$ cat config.mk
export PLATFORM = sky130hd
export DESIGN_NAME = div_iter
export DESIGN_NICKNAME = d
export VERILOG_FILES = /design/src/rtl/div_pkg.sv /design/src/rtl/div_step.sv /design/src/rtl/div_iter.sv
export SDC_FILE = /design/constraint.sdc
export NUM_CORES = 1
export LEC_CHECK = 0
export BUFFER_PORTS_ARGS = -buffer_cell sky130_fd_sc_hd__buf_2
export CORE_ASPECT_RATIO = 1.1
export CORE_MARGIN = 2
export CORE_UTILIZATION = 55
export DETAILED_ROUTE_END_ITERATION = 10
export GPL_TIMING_DRIVEN = 1
export HOLD_SLACK_MARGIN = 0.08
export PLACE_DENSITY = 0.78
export SYNTH_ARGS = -nofsm -noshare
export SYNTH_HDL_FRONTEND = slang
export SYNTH_SLANG_ARGS = --single-unit
$ cat constraint.sdc
create_clock -name clk -period 8.68 [get_ports clk]
set_clock_uncertainty 0.15 [all_clocks]
set_input_delay 1.736 -clock clk [delete_from_list [all_inputs] [get_ports clk]]
set_output_delay 1.736 -clock clk [all_outputs]
set_load 0.1 [all_outputs]
$ cat src/rtl/div_pkg.sv
// Shared definitions for the iterative divider: FSM states and sizing helpers.
package div_pkg;

    typedef enum logic [1:0] {
        IDLE = 2'd0,
        ITER = 2'd1,
        FIX  = 2'd2,
        DONE = 2'd3
    } state_t;

    // Number of iteration cycles for a given operand width and bits per cycle.
    function automatic int div_n(input int width, input int step);
        return width / step;
    endfunction

    // Iteration counter width, clog2(N)+1.
    function automatic int cnt_w(input int width, input int step);
        return $clog2(div_n(width, step)) + 1;
    endfunction

endpackage

$ cat src/rtl/div_step.sv
// One restoring-division step: shift in a dividend bit, subtract the divisor if it fits.
module div_step #(
    parameter int WIDTH = 32
) (
    input  logic [WIDTH:0]   part_rem,
    input  logic             dvd_bit,
    input  logic [WIDTH-1:0] divisor,
    output logic [WIDTH:0]   next_rem,
    output logic             quo_bit
);

    logic [WIDTH+1:0] trial;

    // Trial subtraction; keep the shifted remainder when the divisor does not fit.
    always_comb begin
        trial    = {part_rem, dvd_bit};
        quo_bit  = (trial >= {2'b00, divisor});
        next_rem = quo_bit ? (WIDTH+1)'(trial - {2'b00, divisor}) : (WIDTH+1)'(trial);
    end

endmodule

$ cat src/rtl/div_iter.sv
// Multi-cycle signed/unsigned integer divider, STEP quotient bits per cycle,
// result {remainder, quotient} truncated toward zero.
module div_iter
    import div_pkg::*;
#(
    parameter int WIDTH = 32,
    parameter int STEP  = 1
) (
    input  logic               clk,
    input  logic               rst,
    input  logic               Signed,
    input  logic [WIDTH-1:0]   A,
    input  logic [WIDTH-1:0]   B,
    input  logic               Start,
    input  logic               Annul,
    output logic [2*WIDTH-1:0] Result,
    output logic               Ready,
    output logic               Busy,
    output logic               DivZero
);

    localparam int N  = div_n(WIDTH, STEP);
    localparam int CW = cnt_w(WIDTH, STEP);
    localparam logic [CW-1:0] LAST = CW'(N - 1);

    state_t             state;
    state_t             state_next;
    logic               start_ok;
    logic               b_zero;
    logic [WIDTH-1:0]   mag_a;
    logic [WIDTH-1:0]   mag_b;
    logic               neg_a;
    logic               neg_b;
    logic               zero_flag;
    logic [WIDTH-1:0]   dvd;
    logic [WIDTH-1:0]   dsr;
    logic [WIDTH:0]     rem;
    logic [CW-1:0]      cnt;
    logic [STEP:0][WIDTH:0] rem_chain;
    logic [STEP-1:0]    q_bits;
    logic [WIDTH-1:0]   quo_fix;
    logic [WIDTH-1:0]   rmd_fix;

    // Operand magnitudes from the live inputs, and the start acceptance condition.
    always_comb begin
        b_zero   = (B == '0);
        mag_a    = (Signed && A[WIDTH-1]) ? -A : A;
        mag_b    = (Signed && B[WIDTH-1]) ? -B : B;
        start_ok = Start && !Annul && (state == IDLE || state == DONE);
    end

    // STEP restoring steps chained per cycle; dividend bits consumed MSB first.
    assign rem_chain[0] = rem;
    for (genvar i = 0; i < STEP; i++) begin : g_step
        div_step #(.WIDTH(WIDTH)) u_step (
            .part_rem (rem_chain[i]),
            .dvd_bit  (dvd[WIDTH-1-i]),
            .divisor  (dsr),
            .next_rem (rem_chain[i+1]),
            .quo_bit  (q_bits[STEP-1-i])
        );
    end

    // Next-state logic; Annul overrides everything.
    always_comb begin
        state_next = state;
        if (Annul) begin
            state_next = IDLE;
        end else begin
            case (state)
                IDLE, DONE: if (Start) state_next = b_zero ? FIX : ITER;
                ITER:       if (cnt == LAST) state_next = FIX;
                FIX:        state_next = DONE;
                default:    state_next = IDLE;
            endcase
        end
    end

    // Sign fixup; a zero divisor returns all-ones quotient and the original dividend.
    always_comb begin
        quo_fix = (neg_a ^ neg_b) ? -dvd : dvd;
        rmd_fix = neg_a ? -rem[WIDTH-1:0] : rem[WIDTH-1:0];
        if (zero_flag) begin
            quo_fix = '1;
            rmd_fix = neg_a ? -dvd : dvd;
        end
    end

    // Datapath: latch magnitudes on start, then shift quotient bits into the dividend register.
    always_ff @(posedge clk) begin
        if (start_ok) begin
            neg_a <= Signed && A[WIDTH-1];
            neg_b <= Signed && B[WIDTH-1];
            dvd   <= mag_a;
            dsr   <= mag_b;
            rem   <= '0;
        end else if (state == ITER) begin
            rem   <= rem_chain[STEP];
            dvd   <= (dvd << STEP) | WIDTH'(q_bits);
        end
    end

    // Control and status: state, counter, flags and the registered result.
    always_ff @(posedge clk or negedge rst) begin
        if (!rst) begin
            state     <= IDLE;
            cnt       <= '0;
            zero_flag <= 1'b0;
            Ready     <= 1'b0;
            Busy      <= 1'b0;
            DivZero   <= 1'b0;
            Result    <= '0;
        end else begin
            state <= state_next;
            if (Annul) begin
                Ready <= 1'b0;
                Busy  <= 1'b0;
            end else if (start_ok) begin
                cnt       <= '0;
                zero_flag <= b_zero;
                Ready     <= 1'b0;
                Busy      <= 1'b1;
            end else if (state == ITER) begin
                cnt <= cnt + CW'(1);
            end else if (state == FIX) begin
                Result  <= {rmd_fix, quo_fix};
                Ready   <= 1'b1;
                Busy    <= 1'b0;
                DivZero <= zero_flag;
            end
        end
    end

endmodule

==> impl_metrics.ini <==
[detailed_routing]
vias_per_cell = 5.81
drtIter0Drc = 930
wl_per_cell_um = 16.9
met3WireLength_mm = 1.91
drt_first_pass_iters = 5
ant_nets = 0
top_layer_used = met4
vias = 10500
wl_mm = 30.5
wl_met2_mm = 14.3
wl_met1_mm = 13.1
drc_errors = 0

[die]
fp-row-count = 56
start_util = 0.557
die_w_um = 144
chipHeight_um = 158
dieArea_um2 = 22700
ioPinCount = 136
core-area_um2 = 21200

[synthesis]
synth.top_cell.area_share = 0.168
synth-xor-area-share = 0.125
synthFlopType = dfrtp_1
synth_compound_area_frac = 0.205
synth_area_um2 = 11800
synth_cells = 1418
synth_warnings = 0
yosysTopAreaCell = edfxtp_1
yosys.area_share.simple = 0.183
ys_async_sr_fraction = 0.434
synth-seq-cells = 175
avgSynthCellArea_um2 = 8.33
synthMuxAreaShare = 0.0112
synth.distinct_cells = 65
synth_top_family_by_area = compound AO/OA/AOI/OAI gates
syn_nets = 1528
synth-edff-count = 66
yosys.area_share.adder = 0.0441
seq_area_frac_synth = 0.385
yosys-top-cells-area = edfxtp_1 (17%), dfrtp_1 (16%), o21ai_0 (6.8%), xor2_1 (6.6%), nand2_1 (6.4%)

[placement]
hpwl_mm = 22.7
io_buffers = 135
gp_congestion = 0.955

[sta]
setup_tns_ns = 0
max_freq_mhz = 223
worstMarginPinSlew_ns = 1.23
drv_slew = 0
period_needed_ns = 4.48
rsz0062_at_grt = false
slew_headroom = 0.176
hold_viol_final = 0
setup_viol = 0
period_share = 0.516

[setup_path]
reg2reg_depth = 13
worstSetupStartpoint = A[4]
endpoint = dvd[29]$_DFFE_PN_
r2r_end = rem[28]$_SDFFE_PP0P_
cp-start-kind = input port
path_class = input port to register
arrival_ns = 4.48
cp-end-kind = register
rr_startpoint = dvd[31]$_DFFE_PN_
crit_fanout = 5
rrSetupSlack_ns = 4.59
cp.required_ns = 8.69

[power_and_ir_drop]
p_total_mw = 5.69
p_per_area_nw_per_um2 = 432
irDropWorstVdd_mv = 0.301
p_leak_nw = 5.61

[layout]
antenna_cells = 0
area_growth_pct = 11.5
layout_commonest_cell = nand2_1
layout_common_cells = nand2_1 (203), o21ai_0 (161), buf_2 (134)
drive_gt1_frac = 0.127
filler_cell_count = 1874
final_nets = 1614

[grt]
grt_pass1_vias = 9540
grt-ovfl-total = 0
grt_pass1_wl_mm = 48.6
antenna_found_initial = 0
grt_max_degree = 81
grt_usage = 0.272

[worst_hold_path]
hold_path.class = register to register

[clocking]
tritoncts = built
cts_buffers = 17
ctsHoldBuffers = 0
clock-sinks = 175
htree_levels = 4
postCtsSetupBuffers = 0
cts_root_buf = clkbuf_16
clk_pin_slew_ns = 0.07
clock_insertion_delay_worst_skew_ns = 0.43
cts_max_path_buffers = 2
cts-resized-gates = 0

[flow_run]
maxCapViolations = 0

[outcome]
status = finished clean
==> cell families (layout without fill, tap and decap cells) <==
kind of cell / after synthesis / after routing
compound gates: 410 / 410
xor+xnor: 169 / 169
fa+ha+maj: 41 / 41
buf+inv: 142 / 241
flops: 175 / 175
mux: 12 / 12
simple gates: 469 / 469
==> area by class of cell <==
type / count / area (um^2) / share of cell area
clock inverters: 12 / 101 / 0.00769
well taps: 290 / 363 / 0.0275
clock buffers: 20 / 437 / 0.0331
flip-flops and latches: 175 / 4550 / 0.345
multi-input cells: 1101 / 6740 / 0.511
inverters: 65 / 244 / 0.0185
repair buffers: 144 / 746 / 0.0566
==> metrics by stage <==
step | util | instances | hold slack [ns] | setup slack, ns | cell area, um^2
after CTS | 0.621 | 1807 | 0.337 | 4.27 | 13200
after detailed placement | 0.595 | 1775 | 0.320 | 3.83 | 12600
final | 0.621 | 1807 | 0.332 | 4.20 | 13200
after global routing | 0.621 | 1807 | 0.352 | 3.84 | 13200
after floorplan | - | 1418 | 0.329 | 4.59 | 11800
after global placement | 0.595 | 1775 | 0.310 | 3.93 | 12600
==> report_power, final <==
| part | leakage (nW) | internal (mW) | switching (mW) | total, mW |
|---|---|---|---|---|
| registers | 1.82 | 1.26 | 0.463 | 1.73 |
| logic | 3.53 | 0.905 | 2.34 | 3.24 |
| clock network | 0.259 | 0.374 | 0.343 | 0.718 |
==> worst min path at each step <==
stage          slack [ns]  depth (start not counted)                    from                endpoint
2_1_floorplan        0.33                          1      cnt[0]$_DFFE_PN0P_      cnt[0]$_DFFE_PN0P_
3_3_place_gp         0.31                          2  Result[44]$_DFFE_PN0P_  Result[44]$_DFFE_PN0P_
3_5_place_dp         0.32                          2  Result[33]$_DFFE_PN0P_  Result[33]$_DFFE_PN0P_
4_1_cts              0.34                          2  Result[49]$_DFFE_PN0P_  Result[49]$_DFFE_PN0P_
5_1_grt              0.35                          2     DivZero$_DFFE_PN0P_     DivZero$_DFFE_PN0P_
6_report             0.33                          2  Result[49]$_DFFE_PN0P_  Result[49]$_DFFE_PN0P_
==> cell usage after synthesis (3+ instances only) <==
library cell and count:
edfxtp_1 66, ha_1 40, a211o_1 3, nor3_1 17, a21boi_0 3, o21a_1 6
o211ai_1 8, or4_1 10, o21ai_1 5, a311oi_1 11, a21oi_1 119, a21o_1 12
nor2_1 108, a211oi_1 6, and3_1 17, xnor2_1 80, nand3b_1 3, clkbuf_1 65
nor3b_1 3, and2_1 7, nand2b_1 8, o21ai_0 161, o41ai_1 9, nor4_1 11
buf_2 4, buf_1 6, dfrtp_1 76, or2_2 3, inv_1 64, nand3_1 23
nand4_1 11, dfxtp_1 33, nor2b_1 12, xor2_1 89, nand2_1 203, mux2i_1 11
or3_1 20, o31ai_1 29, a31oi_1 19
==> critical path: stages <==
cell and delay [ns]:
buf_2 0.11, or3_1 0.41, nor4_1 0.77, nand3b_1 0.23, nor3_1 0.40, nand2_1 0.20
o41ai_1 0.38, xor2_1 0.17, o21ai_0 0.08
==> registers in the layout, indices dropped and copies added (netlist names) <==
| register | flops |
|---|---|
| Ready | 1 |
| Result | 64 |
| dvd | 32 |
| Busy | 1 |
| rem | 33 |
| state | 2 |
| dsr | 32 |
| neg_b | 1 |
| zero_flag | 1 |
| cnt | 6 |
| DivZero | 1 |
| neg_a | 1 |
==> routing by layer <==
| metal | GRT usage | up-vias |
|---|---|---|
| met2 | 0.446 | 418 |
| met5 | 0 | - |
| li1 | - | 5179 |
| met1 | 0.360 | 4834 |
| met4 | 0.116 | 0 |
| met3 | 0.0405 | 61 |
Power figures use the tool's default switching activity.
